[src/rtl/if_fetch_if.sv]
// Instruction SRAM request/response bus between the fetch stage and memory.
// master: fetch stage (issues requests, consumes responses).
// slave:  instruction memory (accepts requests, returns instruction words).
interface if_fetch_if;
  logic        inst_req;
  logic [31:0] inst_addr;
  logic        inst_addr_ok;
  logic        inst_data_ok;
  logic [31:0] inst_rdata;

  modport master (
    output inst_req,
    output inst_addr,
    input  inst_addr_ok,
    input  inst_data_ok,
    input  inst_rdata
  );

  modport slave (
    input  inst_req,
    input  inst_addr,
    output inst_addr_ok,
    output inst_data_ok,
    output inst_rdata
  );
endinterface

[src/rtl/if_fetch.sv]
// Instruction-fetch stage: owns the PC, runs the single-outstanding
// request/response handshake to instruction SRAM and presents the fetched
// PC/instruction/exception flags to the IF/ID register. A delivered PC of 0
// is a bubble.
//
// Optional feature: define IF_ADEL_EN to trap misaligned fetch addresses.
// Such a PC is never sent to memory; it is delivered at once with if_inst=0
// and bit ADEL_BIT of if_exceptions set. Without the macro the low two PC
// bits are simply masked off the fetch address.
module if_fetch #(
  parameter logic [31:0] RESET_PC = 32'hBFC0_0000,
  parameter int          ADEL_BIT = 4
) (
  input  logic         clk,
  input  logic         rst,
  input  logic [5:0]   stall,
  input  logic         flush,
  input  logic [31:0]  flush_pc,
  input  logic         branch_flag,
  input  logic [31:0]  branch_target,
  if_fetch_if.master   bus,
  output logic [31:0]  if_pc,
  output logic [31:0]  if_inst,
  output logic [31:0]  if_exceptions,
  output logic         stallreq_if
);

  localparam logic [31:0] ADEL_MASK = 32'd1 << ADEL_BIT;

  // S_REQ:  request the current pc
  // S_WAIT: request accepted, waiting for data
  // S_HOLD: data received but IF stalled, replay it from the buffer
  // S_DROP: a flush orphaned an accepted request, swallow its response
  typedef enum logic [1:0] {
    S_REQ  = 2'd0,
    S_WAIT = 2'd1,
    S_HOLD = 2'd2,
    S_DROP = 2'd3
  } state_t;

  state_t      state;
  logic [31:0] pc;
  logic        redir_valid;
  logic [31:0] redir_target;
  logic [31:0] buffer;

  logic        req;
  logic [31:0] addr;
  logic        delivering;
  logic        busy;
  logic [31:0] out_inst;
  logic [31:0] out_exc;
  logic        deliver_out;
  logic        advance;
  logic        accepted;
  logic        orphaned;
  logic [31:0] next_pc;

  // Only stall[1] concerns this stage; the other stall bits belong to later stages.
  logic unused_stall;
  assign unused_stall = ^{stall[5:2], stall[0]};

`ifndef IF_ADEL_EN
  logic [31:0] unused_adel_mask;
  assign unused_adel_mask = ADEL_MASK;
`endif

  // Per-state bus request, delivery and stall request; everything is forced quiet during reset.
  always_comb begin
    req        = 1'b0;
    addr       = '0;
    delivering = 1'b0;
    busy       = 1'b0;
    out_inst   = '0;
    out_exc    = '0;
    case (state)
      S_REQ: begin
`ifdef IF_ADEL_EN
        if (pc[1:0] != 2'b00) begin
          delivering = 1'b1;
          out_exc    = ADEL_MASK;
        end else begin
          req  = 1'b1;
          addr = pc;
          busy = 1'b1;
        end
`else
        req  = 1'b1;
        addr = {pc[31:2], 2'b00};
        busy = 1'b1;
`endif
      end
      S_WAIT: begin
        if (bus.inst_data_ok) begin
          delivering = 1'b1;
          out_inst   = bus.inst_rdata;
        end else begin
          busy = 1'b1;
        end
      end
      S_HOLD: begin
        delivering = 1'b1;
        out_inst   = buffer;
      end
      S_DROP: begin
        busy = 1'b1;
      end
      default: begin
        busy = 1'b0;
      end
    endcase
    if (!rst) begin
      req        = 1'b0;
      addr       = '0;
      delivering = 1'b0;
      busy       = 1'b0;
    end
  end

  // A flush turns the delivery into a bubble and blocks any PC advance.
  assign deliver_out = delivering && !flush;
  assign advance     = delivering && !stall[1] && !flush;
  assign accepted    = req && bus.inst_addr_ok;
  assign next_pc     = redir_valid ? redir_target : pc + 32'd4;

  // An accepted request without its response yet must be drained after a flush.
  assign orphaned = accepted ||
                    ((state == S_WAIT || state == S_DROP) && !bus.inst_data_ok);

  assign bus.inst_req  = req;
  assign bus.inst_addr = addr;
  assign if_pc         = deliver_out ? pc       : '0;
  assign if_inst       = deliver_out ? out_inst : '0;
  assign if_exceptions = deliver_out ? out_exc  : '0;
  assign stallreq_if   = busy;

  // PC, pending redirect, response buffer and fetch state machine.
  always_ff @(posedge clk or negedge rst) begin
    if (!rst) begin
      state        <= S_REQ;
      pc           <= RESET_PC;
      redir_valid  <= 1'b0;
      redir_target <= '0;
      buffer       <= '0;
    end else if (flush) begin
      pc          <= flush_pc;
      redir_valid <= 1'b0;
      state       <= orphaned ? S_DROP : S_REQ;
    end else begin
      if (advance) begin
        pc          <= next_pc;
        redir_valid <= 1'b0;
      end
      // A branch seen together with an advance still lets the delay slot
      // (pc+4) go first; the target is used on the following advance.
      if (branch_flag) begin
        redir_valid  <= 1'b1;
        redir_target <= branch_target;
      end
      case (state)
        S_REQ: begin
          if (accepted) begin
            state <= S_WAIT;
          end
        end
        S_WAIT: begin
          if (bus.inst_data_ok) begin
            if (advance) begin
              state <= S_REQ;
            end else begin
              buffer <= bus.inst_rdata;
              state  <= S_HOLD;
            end
          end
        end
        S_HOLD: begin
          if (advance) begin
            state <= S_REQ;
          end
        end
        S_DROP: begin
          if (bus.inst_data_ok) begin
            state <= S_REQ;
          end
        end
        default: begin
          state <= S_REQ;
        end
      endcase
    end
  end

endmodule

[src/flat_wrapper.sv]
// flat-port wrapper written by rule: the top's interface ports become plain ports
module if_fetch_flat 
#(
  parameter logic [31:0] RESET_PC = 32'hBFC0_0000,
  parameter int          ADEL_BIT = 4
)
  (clk, rst, stall, flush, flush_pc, branch_flag, branch_target, if_pc, if_inst, if_exceptions, stallreq_if, bus_inst_req, bus_inst_addr, bus_inst_addr_ok, bus_inst_data_ok, bus_inst_rdata);
  if_fetch_if bus_i ();
  input  logic clk;
  input  logic rst;
  input  logic [5:0] stall;
  input  logic flush;
  input  logic [31:0] flush_pc;
  input  logic branch_flag;
  input  logic [31:0] branch_target;
  output logic [31:0] if_pc;
  output logic [31:0] if_inst;
  output logic [31:0] if_exceptions;
  output logic stallreq_if;
  output wire logic [$bits(bus_i.inst_req)-1:0] bus_inst_req;
  output wire logic [$bits(bus_i.inst_addr)-1:0] bus_inst_addr;
  input wire logic [$bits(bus_i.inst_addr_ok)-1:0] bus_inst_addr_ok;
  input wire logic [$bits(bus_i.inst_data_ok)-1:0] bus_inst_data_ok;
  input wire logic [$bits(bus_i.inst_rdata)-1:0] bus_inst_rdata;
  assign bus_inst_req = bus_i.inst_req;
  assign bus_inst_addr = bus_i.inst_addr;
  assign bus_i.inst_addr_ok = bus_inst_addr_ok;
  assign bus_i.inst_data_ok = bus_inst_data_ok;
  assign bus_i.inst_rdata = bus_inst_rdata;
  if_fetch #(.RESET_PC(RESET_PC), .ADEL_BIT(ADEL_BIT)) u_core (.clk(clk), .rst(rst), .stall(stall), .flush(flush), .flush_pc(flush_pc), .branch_flag(branch_flag), .branch_target(branch_target), .bus(bus_i), .if_pc(if_pc), .if_inst(if_inst), .if_exceptions(if_exceptions), .stallreq_if(stallreq_if));
endmodule
[config.mk]
export PLATFORM = sky130hd
export DESIGN_NAME = if_fetch_flat
export DESIGN_NICKNAME = d
export VERILOG_FILES = /design/src/rtl/if_fetch_if.sv /design/src/rtl/if_fetch.sv /design/src/flat_wrapper.sv
export SDC_FILE = /design/constraint.sdc
export NUM_CORES = 1
export LEC_CHECK = 0
export ABC_AREA = 1
export CORE_UTILIZATION = 49
export CTS_CLUSTER_SIZE = 40
export DETAILED_ROUTE_END_ITERATION = 7
export PLACE_DENSITY_LB_ADDON = 0.3
export SKIP_LAST_GASP = 1
export SYNTH_ARGS = -nofsm -noshare
export SYNTH_HDL_FRONTEND = slang
export SYNTH_SLANG_ARGS = --single-unit
[constraint.sdc]
create_clock -name clk -period 4.5 [get_ports clk]
set_clock_uncertainty 0.05 [all_clocks]
set_input_delay 1.35 -clock clk [delete_from_list [all_inputs] [get_ports clk]]
set_output_delay 1.35 -clock clk [all_outputs]
set_load 0.02 [all_outputs]
==> qor.tcl, run 1 <==
set qor(synth.yosys.seq_area_share) 0.3794
set qor(fin_cells) 1258
set qor(drt-initial-drc-count) 370
set qor(clk_pin_slew_ns) 0.06
set qor(clock.fmax_mhz) 234.5
set qor(holdBufCountCts) 0
set qor(setup_repair_after_global_routing_missed_its_margin) {no}
set qor(fp-row-count) 41
set qor(dominantRegCellSynth) {sky130_fd_sc_hd__dfrtp_1}
set qor(cts-root-to-sink-buffers) 2
set qor(clk-insertion-delay-late_ns) 0.35
set qor(numClockSinks) 99
set qor(critical_path.top_delay_family) {buffers and inverters}
set qor(total_leakage_power_nw) 4.616
set qor(cp_cell_sequence) {clkdlybuf4s50_1, nand2_1, nand2_2, nand4_4, buf_12, a21oi_1, dlygate4sd2_1}
set qor(grt_antenna_before_repair) 1
set qor(share_of_synthesized_flip_flops_with_an_asynchronous_set_or_reset) 1.000
set qor(crit_type) {primary input to output pin}
set qor(dr_total_vias) 6359
set qor(ant_nets) 0
set qor(post-route-period-util) 0.9478
set qor(dr.pass1.iters) 5
set qor(detailedPlacementHpwl_um) 12710
set qor(place_congestion) 0.9151
set qor(postSynthRegisterBits) 99
set qor(post-route-min-period_ns) 4.265
set qor(syn_inst) 904
set qor(grt_overflow_total) 0
set qor(first_pass_grt_wire_length_um) 29200
set qor(drt_wl_total_um) 17710
set qor(placedCellCount) 1241
set qor(tightestPinTransition_ns) 0.8792
set qor(port_buffers) 198
set qor(cts_tree) {built}
set qor(post_synth_edffs) 0
set qor(drc) 0
set qor(worst_slew_margin_rel) 0.4139
set qor(cts.htree.levels) 3
set qor(clock_tree_root_buffer_cell) {sky130_fd_sc_hd__clkbuf_16}
set qor(critical-path-max-stage-delay_ns) 0.47
set qor(cts_post_setup_buffers_inserted) 0
set qor(critical_path.max_fanout) 37
set qor(core_region_area_um2) 12820
set qor(total_nets_final) 1196
set qor(io_pins) 238
set qor(place_worst_setup_slack_ns) -0.08273
set qor(routedWlPerCell_um) 14.08
set qor(die_ar_um2) 13850
set qor(route.detailed.vias_per_inst) 5.055
set qor(worst_ep_arrival_time_ns) 2.87
set qor(avgSynthCellArea_um2) 7.255
set qor(yosys_warnings) 0
set qor(grt_start_max_net_pins) 68
set qor(slowest_stage) {sky130_fd_sc_hd__clkdlybuf4s50_1}
set qor(critPathLaunchType) {primary input}
set qor(max_cap_viol_count) 0
set qor(setup-tns-final_ns) 0
set qor(postLayoutSetupSlackWorst_ns) 0.2348
set qor(power-per-cell-area_nw_per_um2) 409.7
set qor(crit_required_ns) 3.10
set qor(area_growth_pct) 34.19
set qor(die_outline_height_um) 117.7
set qor(run_status) {finished clean}
set qor(grt_pass1_vias) 6052
set qor(synthDistinctLibCells) 36
set qor(hold_violations) 0
set qor(worst_ir_drop_vdd_mv) 0.1994
set qor(post_synth_instance_area_um2) 6559
set qor(final_core_util) 0.6862
set qor(hold_path_class) {register to register}
set qor(critical_path.n_buffers_inverters) 3
set qor(setup_viol_count_final) 0
set qor(share_of_post_route_cells_with_drive_strength_above_1) 0.1078
set qor(cts_made_buffers) 9
set qor(track_usage) 0.2606
set qor(final_slew_viol_count) 0
set qor(timing.critical_path.to_type) {output pin}
set qor(die_w_um) 117.7
set qor(hold_slack_ns) 0.4253
set qor(initial_core_util) 0.5114
## what timing repair did
action,in CTS,in global routing
gates resized for setup,45,19
gates cloned,0,0
endpoints found under the setup margin,45,19
## worst register-to-register path, delay by kind of cell (launching register included)
family                   cells  cell delay (ns)
buffers and inverters        2             0.51
adder cells (fa/ha/maj)      1             0.27
AND/OR/NAND/NOR              6             1.53
AO/OA/AOI/OAI                1             0.08
flip-flops                   1             0.40
## routing by layer
metal / vias up / part of all wire / global-route usage
li1: 3148 / - / -
met1: 2932 / 0.41 / 0.3255
met2: 248 / 0.48 / 0.4379
met3: 31 / 0.083 / 0.06686
met4: 0 / 0.020 / 0.08413
met5: - / 0 / 0
## report_power, final
group / switching [mW] / internal, mW / total, mW
clock network: 0.337 / 0.477 / 0.813
registers: 0.173 / 1.15 / 1.32
logic: 0.885 / 0.585 / 1.47
total: 1.39 / 2.21 / 3.61
## registers in the layout, summed over array words and instances (netlist names)
signal               count
u_core.pc               32
u_core.state             2
u_core.buffer           32
u_core.redir_target     32
u_core.redir_valid       1
## synthesized netlist by cell type, types with 10 or more instances
cell                       count  area, µm²
sky130_fd_sc_hd__mux2_2       30      337.8
sky130_fd_sc_hd__o21ai_2      30      262.8
sky130_fd_sc_hd__nor2_1      119      446.7
sky130_fd_sc_hd__a21oi_1      38      190.2
sky130_fd_sc_hd__o21ai_0      26      130.1
sky130_fd_sc_hd__inv_1       105      394.1
sky130_fd_sc_hd__o22ai_1      29      181.4
sky130_fd_sc_hd__buf_4        37      277.8
sky130_fd_sc_hd__dfrtp_1      90       2252
sky130_fd_sc_hd__nand3_1      73      365.4
sky130_fd_sc_hd__clkbuf_1     22      82.58
sky130_fd_sc_hd__nand2_1     237      889.6
sky130_fd_sc_hd__buf_6        10      112.6
sky130_fd_sc_hd__buf_2        11      55.05
## cells by family after synthesis
kind of cell / count (synthesis) / synth area share
AOI/OAI and AO/OA: 129 / 0.1236
xor gates and xnor gates: 1 / 0.001336
adders and majority gates: 8 / 0.01526
buffers and inverters: 190 / 0.1438
DFF: 99 / 0.3794
muxes: 30 / 0.05151
other: 1 / 0.0005718
and+or+nand+nor: 446 / 0.2844
## final timing paths
kind	startpoint	endpoint	slack [ns]	cells after the start
setup reg to reg	u_core.state[1]	u_core.buffer[13]	1.53	10
hold reg to reg	u_core.pc[31]	u_core.pc[31]	0.43	2
setup / recovery	bus_inst_data_ok	if_inst[18]	0.23	7
max in group asynchronous	rst	u_core.redir_target[22]	2.61	2
hold / removal	u_core.pc[31]	u_core.pc[31]	0.43	2
min in group asynchronous	rst	u_core.buffer[6]	1.04	2
## metrics by stage
stage / power, mW / area [µm²]
after floorplan: 2.317 / 6683
after global placement: 2.775 / 8498
after detailed placement: 2.816 / 8498
after CTS: 3.621 / 8751
after global routing: 3.853 / 8798
final: 3.606 / 8801
## layout make-up
type / instances / area (µm²)
fillers: 1108 / 4024
clock buffers: 14 / 274.0
inverters: 110 / 415.4
diodes: 1 / 2.502
repair buffers: 212 / 2111
well taps: 172 / 215.2
multi-input cells: 648 / 3259
flip-flops and latches: 99 / 2489
clock inverters: 2 / 35.03
## placed cells by master, fill, tap and decap left out, types with 3 or more instances in the layout
cell                                n
sky130_fd_sc_hd__buf_4             13
sky130_fd_sc_hd__o21ai_2           30
sky130_fd_sc_hd__nor3_1             3
sky130_fd_sc_hd__nand2_1          237
sky130_fd_sc_hd__dfrtp_1           90
sky130_fd_sc_hd__clkdlybuf4s50_1  132
sky130_fd_sc_hd__conb_1            34
sky130_fd_sc_hd__clkbuf_8           3
sky130_fd_sc_hd__buf_12             3
sky130_fd_sc_hd__nor2_1           119
sky130_fd_sc_hd__nor2_2             3
sky130_fd_sc_hd__o21ai_0           26
sky130_fd_sc_hd__ha_1               8
sky130_fd_sc_hd__a21oi_1           38
sky130_fd_sc_hd__inv_1            105
sky130_fd_sc_hd__dlygate4sd2_1     45
sky130_fd_sc_hd__o22ai_1           29
sky130_fd_sc_hd__dlymetal6s2s_1    19
sky130_fd_sc_hd__mux2_2            30
sky130_fd_sc_hd__dfstp_2            9
sky130_fd_sc_hd__clkbuf_16          9
sky130_fd_sc_hd__inv_2              3
sky130_fd_sc_hd__nand3_1           73
Power figures use the tool's default switching activity.
==> run 2: changes to the inputs <==
Settings changed: CORE_UTILIZATION 49 to 67, DONT_BUFFER_PORTS set to 1.
==> run 2 against run 1 <==
Die area fell by 26%. Register-to-register slack improved by 0.14 ns. Core utilization rose by 6.9 points. First-iteration DRC count rose by 34%. Global-route usage rose by 7.2 points. Clock power fell by 20%. Sequential power barely moved. Non-clock buffer count fell by 142. Critical path type unchanged. Largest cell class unchanged.
==> qor.tcl, run 2 (synthesis results as in run 1) <==
set qor(hold_violations) 0
set qor(port_buffers) 0
set qor(swShare) 0.4165
set qor(tightestPinTransition_ns) 0.7785
set qor(grt_pass1_vias) 5684
set qor(dr.pass1.iters) 6
set qor(critical_path.top_delay_family) {buffers and inverters}
set qor(clock_tree_root_buffer_cell) {sky130_fd_sc_hd__clkbuf_8}
set qor(fp-row-count) 35
set qor(first_pass_grt_wire_length_um) 26340
set qor(routedWlPerCell_um) 15.39
set qor(total_leakage_power_nw) 3.568
set qor(seqPwrFrac) 0.415
set qor(max_cap_viol_count) 0
set qor(numClockSinks) 99
set qor(cts_repair_resize_count) 0
set qor(p_comb_frac) 0.382
set qor(cts_tree) {built}
set qor(io_pins) 238
set qor(drt-initial-drc-count) 495
set qor(area_growth_pct) 7.974
set qor(crit_required_ns) 3.10
set qor(drt_wl_total_um) 16550
set qor(timing.critical_path.to_type) {output pin}
set qor(critPathLaunchType) {primary input}
set qor(layout.cells.most_common) {sky130_fd_sc_hd__nand2_1}
set qor(final_slew_viol_count) 0
set qor(setup-tns-final_ns) 0
set qor(grt_start_max_net_pins) 104
set qor(largest_registers) {u_core.buffer x32, u_core.pc x32, u_core.redir_target x32}
set qor(cts-root-to-sink-buffers) 2
set qor(whs_path_depth) 2
set qor(drc) 0
set qor(route.detailed.vias_per_inst) 5.574
set qor(area_of_the_multi_input_gates_um2) 3251
set qor(worst_r2r_path_depth) 11
set qor(layout.cells.most_common_list) {237 x sky130_fd_sc_hd__nand2_1, 119 x sky130_fd_sc_hd__nor2_1, 105 x sky130_fd_sc_hd__inv_1}
set qor(clk_pin_slew_ns) 0.09
set qor(dr_total_vias) 5992
set qor(place_congestion) 0.9320
set qor(fillCellCount) 709
set qor(die_ar_um2) 10190
set qor(die_outline_height_um) 100.9
set qor(post-route-min-period_ns) 3.633
set qor(post-route-period-util) 0.8072
set qor(power_switching_mw) 1.327
set qor(detailedPlacementHpwl_um) 11710
set qor(power-per-cell-area_nw_per_um2) 450.0
set qor(setup_repair_after_global_routing_missed_its_margin) {no}
set qor(cp_cell_sequence) {nand2_1, nand2_2, nand4_2, buf_12, a21oi_1, buf_4}
set qor(clk-insertion-delay-late_ns) 0.37
set qor(die_w_um) 100.9
set qor(total_nets_final) 1054
set qor(cts.htree.levels) 3
set qor(core_region_area_um2) 9371
set qor(grt_overflow_total) 0
set qor(clock.fmax_mhz) 275.3
set qor(critical_path.n_buffers_inverters) 2
set qor(holdBufCountCts) 0
set qor(slowest_stage) {sky130_fd_sc_hd__buf_12}
set qor(setup_viol_count_final) 0
set qor(p_int_mw) 1.860
set qor(worst_ep_arrival_time_ns) 2.23
set qor(cts_made_buffers) 9
set qor(p_total_mw) 3.187
set qor(run_status) {finished clean}
set qor(placedCellCount) 1056
set qor(crit_type) {primary input to output pin}
set qor(initial_core_util) 0.6999
set qor(ant_nets) 0
set qor(worstSetupPathDepth) 6
set qor(track_usage) 0.3330
set qor(share_of_post_route_cells_with_drive_strength_above_1) 0.1813
set qor(critical_path.max_fanout) 64
set qor(hold_path_class) {register to register}
set qor(worst_ir_drop_vdd_mv) 0.2733
set qor(fin_cells) 1075
set qor(area.sequential_um2) 2489
set qor(cts_post_setup_buffers_inserted) 0
set qor(critical-path-max-stage-delay_ns) 0.22
set qor(worst_slew_margin_rel) 0.4792
set qor(grt_antenna_before_repair) 4
set qor(p_clk_frac) 0.203
## run 2: power groups by stage
stage               logic, mW  clock network (mW)  registers [mW]
CTS                      1.21               0.648            1.32
global placement         1.15                   0            1.32
finish                   1.22               0.648            1.32
floorplan                1.03                   0            1.29
global route             1.36               0.687            1.35
detailed placement       1.20                   0            1.34
## run 2: path summary, 6_finish.rpt
check                                       from           endpoint  slack [ns]
worst max-delay path            bus_inst_data_ok        if_inst[13]        0.87
worst min-delay path               u_core.pc[31]      u_core.pc[31]        0.44
worst max register to register   u_core.state[1]  u_core.buffer[19]        1.67
worst min register to register     u_core.pc[31]      u_core.pc[31]        0.44
max in group asynchronous                    rst      u_core.pc[22]        3.53
min in group asynchronous                    rst       u_core.pc[8]        0.61
## run 2: cell type report
type                            count  share of cell area
Tap cell                          129             0.02279
Antenna cell                        3            0.001060
Inverter                          110             0.05866
Timing Repair Buffer               70             0.07597
Sequential cell                    99              0.3514
Clock buffer                       12             0.02049
Multi-Input combinational cell    648              0.4590
Clock inverter                      4             0.01060
## run 2: through the flow
stage	hold slack, ns	setup WS (ns)	instance area (µm²)	util
2_1_floorplan	0.4021	0.6739	6683	-
3_3_place_gp	0.4139	0.9250	6854	0.7314
3_5_place_dp	0.4188	0.8976	6854	0.7314
4_1_cts	0.4391	0.8932	7074	0.7549
5_1_grt	0.4610	0.7873	7079	0.7554
6_report	0.4352	0.8674	7082	0.7557
## run 2: worst register-to-register path: cells and delay by family (launching register included)
family | cells | cell delay, ns
buffers and inverters | 3 | 1.01
AND/OR/NAND/NOR | 6 | 0.87
flip-flops | 1 | 0.43
adder cells (fa/ha/maj) | 1 | 0.29
AO/OA/AOI/OAI | 1 | 0.10
## run 2: metal layers
layer	vias up	routed length, µm	GRT usage
li1	2855	-	-
met4	2	390	0.1394
met3	40	1626	0.08530
met2	327	8333	0.5753
met1	2768	6187	0.3946
met5	-	8	0
==> run 3: changes to the inputs <==
Settings changed: CORE_UTILIZATION 67 to 58.
Clock period 4.5 ns to 3 ns, I/O delays scaled along.
==> run 3 against run 2 <==
Highest routed layer unchanged. Register-to-register slack lost 0.90 ns. Core utilization decreased by 7.0 points. Via count is 0.23% lower.
==> qor.tcl, run 3 (synthesis results as in run 1) <==
set qor(p_int_mw) 3.072
set qor(final_slew_viol_count) 0
set qor(dr.pass1.iters) 7
set qor(grt_start_max_net_pins) 104
set qor(post-route-period-util) 0.9616
set qor(hold_violations) 0
set qor(ant_nets) 0
set qor(drc) 0
set qor(layout.cells.most_common) {sky130_fd_sc_hd__nand2_1}
set qor(power-per-cell-area_nw_per_um2) 691.4
set qor(cp_cell_sequence) {inv_2, ha_1, inv_1, nand2_2, nand4_4, buf_12, a21oi_1, buf_4}
set qor(clock.fmax_mhz) 346.7
set qor(p_clk_frac) 0.222
set qor(cts_made_buffers) 9
set qor(total_leakage_power_nw) 3.805
set qor(timing.critical_path.to_type) {output pin}
set qor(worst_slew_margin_rel) 0.4949
set qor(critical_path.top_delay_family) {buffers and inverters}
set qor(die_w_um) 108.3
set qor(port_buffers) 0
set qor(fp-row-count) 38
set qor(place_congestion) 0.9329
set qor(worst_ir_drop_vdd_mv) 0.4246
set qor(routedWlPerCell_um) 14.67
set qor(critical_path.n_buffers_inverters) 4
set qor(detailedPlacementHpwl_um) 11690
set qor(area_growth_pct) 14.27
set qor(numClockSinks) 99
set qor(hold_slack_ns) 0.1981
set qor(clk_pin_slew_ns) 0.07
set qor(die_outline_height_um) 108.3
set qor(total_nets_final) 1092
set qor(crit_type) {register to output pin}
set qor(critical-path-max-stage-delay_ns) 0.46
set qor(dr_total_vias) 5978
set qor(antenna_cells) 0
set qor(grt_antenna_before_repair) 2
set qor(largest_registers) {u_core.buffer x32, u_core.pc x32, u_core.redir_target x32}
set qor(drt_wl_total_um) 16440
set qor(setup-tns-final_ns) 0
set qor(critical_path.max_fanout) 44
set qor(seqPwrFrac) 0.386
set qor(clock_tree_root_buffer_cell) {sky130_fd_sc_hd__clkbuf_16}
set qor(layout.cells.most_common_list) {237 x sky130_fd_sc_hd__nand2_1, 119 x sky130_fd_sc_hd__nor2_1, 105 x sky130_fd_sc_hd__buf_4}
set qor(setup_repair_after_global_routing_missed_its_margin) {no}
set qor(route.detailed.vias_per_inst) 5.333
set qor(die_ar_um2) 11740
set qor(first_pass_grt_wire_length_um) 26050
set qor(tightestPinTransition_ns) 0.7577
set qor(post-route-min-period_ns) 2.885
set qor(grt_overflow_total) 0
set qor(clk-insertion-delay-late_ns) 0.35
set qor(cts-root-to-sink-buffers) 2
set qor(share_of_post_route_cells_with_drive_strength_above_1) 0.2212
set qor(max_cap_viol_count) 0
set qor(critPathLaunchType) {register}
set qor(run_status) {finished clean}
set qor(hold_path_class) {primary input to async pin}
set qor(io_pins) 238
set qor(slowest_stage) {sky130_fd_sc_hd__dfrtp_2}
set qor(drt-initial-drc-count) 373
set qor(track_usage) 0.2869
set qor(power_switching_mw) 2.110
set qor(grt_pass1_vias) 5379
set qor(swShare) 0.4072
set qor(initial_core_util) 0.5998
set qor(cts_tree) {built}
set qor(core_region_area_um2) 10940
set qor(cts.htree.levels) 3
set qor(setup_viol_count_final) 0
set qor(p_comb_frac) 0.393
set qor(crit_required_ns) 2.05
set qor(worst_ep_arrival_time_ns) 1.93
## run 3: cell types whose count changed in the layout (fill, tap and decap cells not counted), moves of 3 or more
cell	delta
sky130_fd_sc_hd__ha_1	-3
sky130_fd_sc_hd__clkbuf_16	+9
sky130_fd_sc_hd__diode_2	-3
sky130_fd_sc_hd__clkbuf_8	-10
sky130_fd_sc_hd__clkinv_4	+3
sky130_fd_sc_hd__buf_4	+36
## run 3: area by class of cell
cell class	instances	area [µm²]
tap	140	175.2
timing repair buffer	108	839.6
clock inverter	7	72.57
clock buffer	9	225.2
sequential	99	2490
inverter	110	415.4
fill	991	3441
multi-input combinational	648	3277
## run 3: path summary, 6_finish.rpt
check,end,start,slack (ns),cells past startpoint
hold reg to reg,u_core.pc[31],u_core.pc[31],0.44,2
setup / recovery,if_inst[26],u_core.state[0],0.12,8
hold / removal,u_core.pc[6],rst,0.20,0
setup reg to reg,u_core.buffer[14],u_core.state[0],0.77,11
max in group asynchronous,u_core.pc[31],rst,2.48,0
min in group clk,u_core.pc[31],u_core.pc[31],0.44,2
## run 3: power by group through the flow
stage	clock network [mW]	registers [mW]	logic (mW)
after floorplan	0	1.93	1.55
after global placement	0	1.99	1.95
after detailed placement	0	2.00	2.01
after CTS	1.17	1.99	2.03
after global routing	1.22	2.05	2.27
final	1.15	2.00	2.04
## run 3: per-stage QoR
stage          total power, mW  cell area [µm²]  instances  utilization  setup slack [ns]
2_1_floorplan            3.476             6683        937            -           0.07388
3_3_place_gp             3.934             7167       1104       0.6554            0.3275
3_5_place_dp             4.017             7167       1104       0.6554            0.2904
4_1_cts                  5.188             7481       1120       0.6841          0.009707
5_1_grt                  5.547             7495       1121       0.6854           0.01464
6_report                 5.182             7495       1121       0.6854            0.1153
## run 3: what timing repair did
action | in CTS | in global routing
buffers inserted | 0 | 1
cloned | 0 | 0
endpoints found under the hold margin | 0 | 0
resized for setup | 4 | 4
setup endpoints to repair | 35 | 49
hold buffers | 0 | 0
## run 3: per-layer routing
layer / vias to the layer above / track usage / share of wire
met5: - / 0 / 0.0013
met4: 4 / 0.1139 / 0.025
met3: 37 / 0.06028 / 0.079
met2: 287 / 0.4745 / 0.49
met1: 2714 / 0.3679 / 0.41
li1: 2936 / - / -
